### src/rtl/fetch_queue.sv
// Circular {instruction, PC} queue between instruction fetch and decode.
// Optional zero-latency empty-queue bypass is enabled with FETCH_QUEUE_BYPASS_EN.
module fetch_queue #(
  parameter int unsigned   DEPTH    = 4,
  parameter int unsigned   IW       = 32,
  parameter int unsigned   AW       = 64,
  parameter logic [IW-1:0] NOP_WORD = 32'hD503201F
) (
  input  logic                       clock,
  input  logic                       reset,
  input  logic                       in_valid,
  output logic                       in_ready,
  input  logic [IW-1:0]              instruction_in,
  input  logic [AW-1:0]              PC_in,
  input  logic                       flush,
  output logic                       out_valid,
  input  logic                       out_ready,
  output logic [IW-1:0]              instruction_out,
  output logic [AW-1:0]              PC_out,
  output logic [$clog2(DEPTH):0]     count
);

  localparam int unsigned PW = $clog2(DEPTH);
  localparam int unsigned CW = PW + 1;

  logic [IW-1:0] instr_mem [DEPTH];
  logic [AW-1:0] pc_mem    [DEPTH];
  logic [PW-1:0] wr_ptr;
  logic [PW-1:0] rd_ptr;
  logic          alive;
  logic          push_ok;
  logic          push;
  logic          pop;

  // Handshake decode and head presentation
  always_comb begin
    in_ready        = alive & (count != CW'(DEPTH));
    push_ok         = in_valid & in_ready & ~flush;
    out_valid       = (count != '0) & ~flush;
    instruction_out = NOP_WORD;
    PC_out          = '0;
    if (out_valid) begin
      instruction_out = instr_mem[rd_ptr];
      PC_out          = pc_mem[rd_ptr];
    end
`ifdef FETCH_QUEUE_BYPASS_EN
    push = push_ok;
    pop  = out_valid & out_ready;
    // Empty queue forwards the incoming fetch; it is only stored if decode stalls
    if (push_ok && (count == '0)) begin
      out_valid       = 1'b1;
      instruction_out = instruction_in;
      PC_out          = PC_in;
      push            = ~out_ready;
      pop             = 1'b0;
    end
`else
    push = push_ok;
    pop  = out_valid & out_ready;
`endif
  end

  // Pointer, occupancy and post-reset ready state
  always_ff @(posedge clock or negedge reset) begin
    if (!reset) begin
      wr_ptr <= '0;
      rd_ptr <= '0;
      count  <= '0;
      alive  <= 1'b0;
    end else begin
      alive <= 1'b1;
      if (flush) begin
        wr_ptr <= '0;
        rd_ptr <= '0;
        count  <= '0;
      end else begin
        if (push) wr_ptr <= wr_ptr + PW'(1);
        if (pop)  rd_ptr <= rd_ptr + PW'(1);
        if (push && !pop)      count <= count + CW'(1);
        else if (pop && !push) count <= count - CW'(1);
      end
    end
  end

  // Storage array; contents are meaningless outside the occupied window
  always_ff @(posedge clock) begin
    if (push) begin
      instr_mem[wr_ptr] <= instruction_in;
      pc_mem[wr_ptr]    <= PC_in;
    end
  end

endmodule

### config.mk
export PLATFORM = sky130hd
export DESIGN_NAME = fetch_queue
export DESIGN_NICKNAME = d
export VERILOG_FILES = /design/src/rtl/fetch_queue.sv
export SDC_FILE = /design/constraint.sdc
export NUM_CORES = 1
export LEC_CHECK = 0
export BUFFER_PORTS_ARGS = -buffer_cell sky130_fd_sc_hd__buf_4
export CORE_UTILIZATION = 62
export DETAILED_ROUTE_END_ITERATION = 8
export PLACE_DENSITY = 0.91
export SLEW_MARGIN = 0
export SYNTH_ARGS = -nofsm -noshare
export SYNTH_HDL_FRONTEND = slang
export SYNTH_SLANG_ARGS = --single-unit
### constraint.sdc
create_clock -name clock -period 6.8 [get_ports clock]
set_input_delay 0.68 -clock clock [delete_from_list [all_inputs] [get_ports clock]]
set_output_delay 0.68 -clock clock [all_outputs]
set_load 0.01 [all_outputs]
==> flow_summary.toml <==
[clock_tree]
cts-resized-gates = 0
clockBufferDepth = 3
cts_sinks = 392
cts_tree = "built"
insertion_delay_ps = 520
root_buffer = "clkbuf_16"
cts_setup_buffers = 0
htreeDepth = 2
cts_made_buffers = 39
cts.reportedPaths.clkPinSlew_ps = 60

[floorplan]
core_area_um2 = 23600
die-area_um2 = 24800
ios = 202
die_x_um = 157
fp.dieH_um = 157
placementRows = 56
initial_core_util_pct = 63.5

[setup_path]
regToRegSetupSlack_ps = 3710
worst_path_max_delay_cell = "dfrtp_4"
critPathMaxStageDelay_ps = 1050
crit_path_end_kind = "output port"
cp_data_arrival_time_ps = 3310
crit_path_start_kind = "flop"
crit_top_cell = "buf_4"
reg2regPathDepth = 5
cp_max_fo = 50
crit_type = "flop to output port"
worstPathRequired_ps = 6120
path_cells = "buf_4 > mux4_2 > and2_1 > buf_4"
reg2reg_to = "pc_mem[2][56]"
regToRegStartpoint = "count[2]"

[yosys]
synthDistinctLibCells = 29
netlist_area_um2 = 15000
seq_area_frac_synth_pct = 78.3
ys_warn_count = 0
synth_nets = 771
synth_seq_cells = 392
synth.avg_cell_area_um2 = 22.5
syn_inst = 665

[worst_hold_path]
whs_endpoint = "pc_mem[3][46]"
hp-class = "input port to flop"
hold_path.startpoint = "PC_in[46]"
hold_depth = 1

[timing]
rsz0062_at_grt = "no"
fin_setup_tns_ps = 0
worst_pin_slew_ps = 969
hold_viol_final = 0
finalCriticalPeriod_ps = 3990
max_slew_margin_pct = 35.4
skew_ps = 13.8
setup_ws_ps = 2810
drv_slew = 0
finalSetupViolCount = 0
fmax_ghz = 0.251
fin_crit_sh_pct = 58.7

[drt]
dr.pass1.iters = 5
ant_nets = 0
via_per_inst = 5.89
wirelength_um = 29000
drt-initial-drc-count = 625
drc = 0
wl_per_cell_um = 23.7
vias = 7229

[global_routing]
grtUsageTotal_pct = 24.3
antenna_found_initial = 0
grt_pass1_vias = 7623
overflow = 0
grt_pass1_wl_um = 43500
grt_max_degree = 57

[placed_design]
place.gp.congestion = 0.743
dp_hpwl_um = 16900
pre_cts_ws_ps = 3210
port_buffers = 201

[finish]
diodes = 0
final_nets = 988
final_common_cell = "edfxtp_1"
nFillCells = 1194
area_growth_syn_to_layout_pct = 20.2
final_cell_mix = "edfxtp_1 (384), buf_4 (210), mux4_2 (96)"
drive_above_1_share_pct = 39.9
postLayoutCoreUtil_pct = 76.3

[run]
drv_cap = 0

[power]
cellPowerDensity_nw_per_um2 = 316
vdd_drop_max_v = 0.000314
p_leak_nw = 6.11

[run_status]
outcome = "complete, no violations"
==> flip-flops by register name, indices dropped and copies added, names as in the netlist <==
name,cells
wr_ptr,2
count,3
pc_mem,256
rd_ptr,2
alive,1
instr_mem,128
==> worst max path at each step <==
stage / cells after the start / slack, ps / to / start
4_1_cts: 4 / 2640 / PC_out[6] / rd_ptr[0]
3_3_place_gp: 4 / 3240 / PC_out[2] / rd_ptr[0]
2_1_floorplan: 4 / 2910 / instr_mem[0][0] / in_valid
5_1_grt: 4 / 2540 / PC_out[6] / rd_ptr[0]
6_report: 4 / 2810 / PC_out[6] / rd_ptr[0]
3_5_place_dp: 4 / 3210 / PC_out[6] / rd_ptr[0]
==> cells in the mapped netlist <==
cell type | number | area [um^2]
a2bb2oi_1 | 1 | 8.76
and2_1 | 89 | 557
and3_4 | 1 | 11.3
and4b_1 | 1 | 10.0
buf_2 | 13 | 65.1
buf_4 | 2 | 15.0
buf_6 | 1 | 11.3
clkbuf_1 | 19 | 71.3
conb_1 | 1 | 3.75
dfrtp_1 | 8 | 200
edfxtp_1 | 384 | 11500
fa_1 | 1 | 20.0
ha_1 | 4 | 50.1
inv_1 | 4 | 15.0
mux2_1 | 3 | 33.8
mux2i_1 | 1 | 10.0
mux4_2 | 96 | 2160
nand2_1 | 1 | 3.75
nand3_1 | 2 | 10.0
nand3b_1 | 1 | 7.51
nor2_1 | 9 | 33.8
nor2b_1 | 3 | 18.8
nor3_1 | 1 | 5.00
o21ai_0 | 1 | 5.00
or3_1 | 14 | 87.6
or3b_1 | 1 | 8.76
xnor2_1 | 1 | 8.76
xor2_1 | 1 | 8.76
xor2_2 | 1 | 16.3
==> cell families (layout without fill, tap and decap cells) <==
group	count (synthesis)	in the layout	synth area share, %
AOI/OAI and AO/OA	2	2	0.0918
xor gates and xnor gates	3	3	0.225
adders and majority gates	5	5	0.467
buffers and inverters	39	283	1.19
DFF	392	392	78.3
muxes	100	100	14.7
other	1	1	0.0250
and+or+nand+nor	123	123	5.02
==> final cells by class <==
type / count / area [um^2] / area share (%)
flip-flops and latches: 392 / 11700 / 65.1
multi-input cells: 234 / 3100 / 17.2
repair buffers: 211 / 1590 / 8.80
clock buffers: 54 / 1090 / 6.07
well taps: 319 / 399 / 2.21
clock inverters: 14 / 86.3 / 0.479
inverters: 4 / 15.0 / 0.0833
==> worst max-delay path: cells and delay by family (launching register included) <==
family | cells | cell delay (ps)
AND/OR/NAND/NOR | 1 | 180
buffers and inverters | 2 | 910
multiplexers | 1 | 630
flip-flops | 1 | 1050
==> stage by stage <==
step	area, um^2	total power (W)	hold slack [ps]	std cells
2_1_floorplan	15000	0.00336	384	665
3_3_place_gp	16800	0.00372	506	1159
3_5_place_dp	16800	0.00375	509	1159
4_1_cts	18000	0.00572	350	1228
5_1_grt	18000	0.00587	345	1228
6_report	18000	0.00569	364	1228
==> what timing repair did <==
| action | 4_1_cts | 5_1_grt |
|---|---|---|
| endpoints found under the hold margin | 8 | 0 |
| endpoints found under the setup margin | 0 | 0 |
| hold buffers | 1 | 0 |
==> metal layers <==
metal	track usage (%)	routed length [um]	vias up
met3	5.70	2340	59
li1	-	-	3144
met5	0	0	-
met2	41.0	15000	341
met1	31.8	10900	3685
met4	7.81	752	0
==> where the power goes <==
group	leakage, nW	switching, W	internal [W]
logic	1.96	0.000406	0.000497
registers	3.57	0.0000770	0.00271
clock network	0.575	0.000839	0.00116
Power figures use the tool's default switching activity.
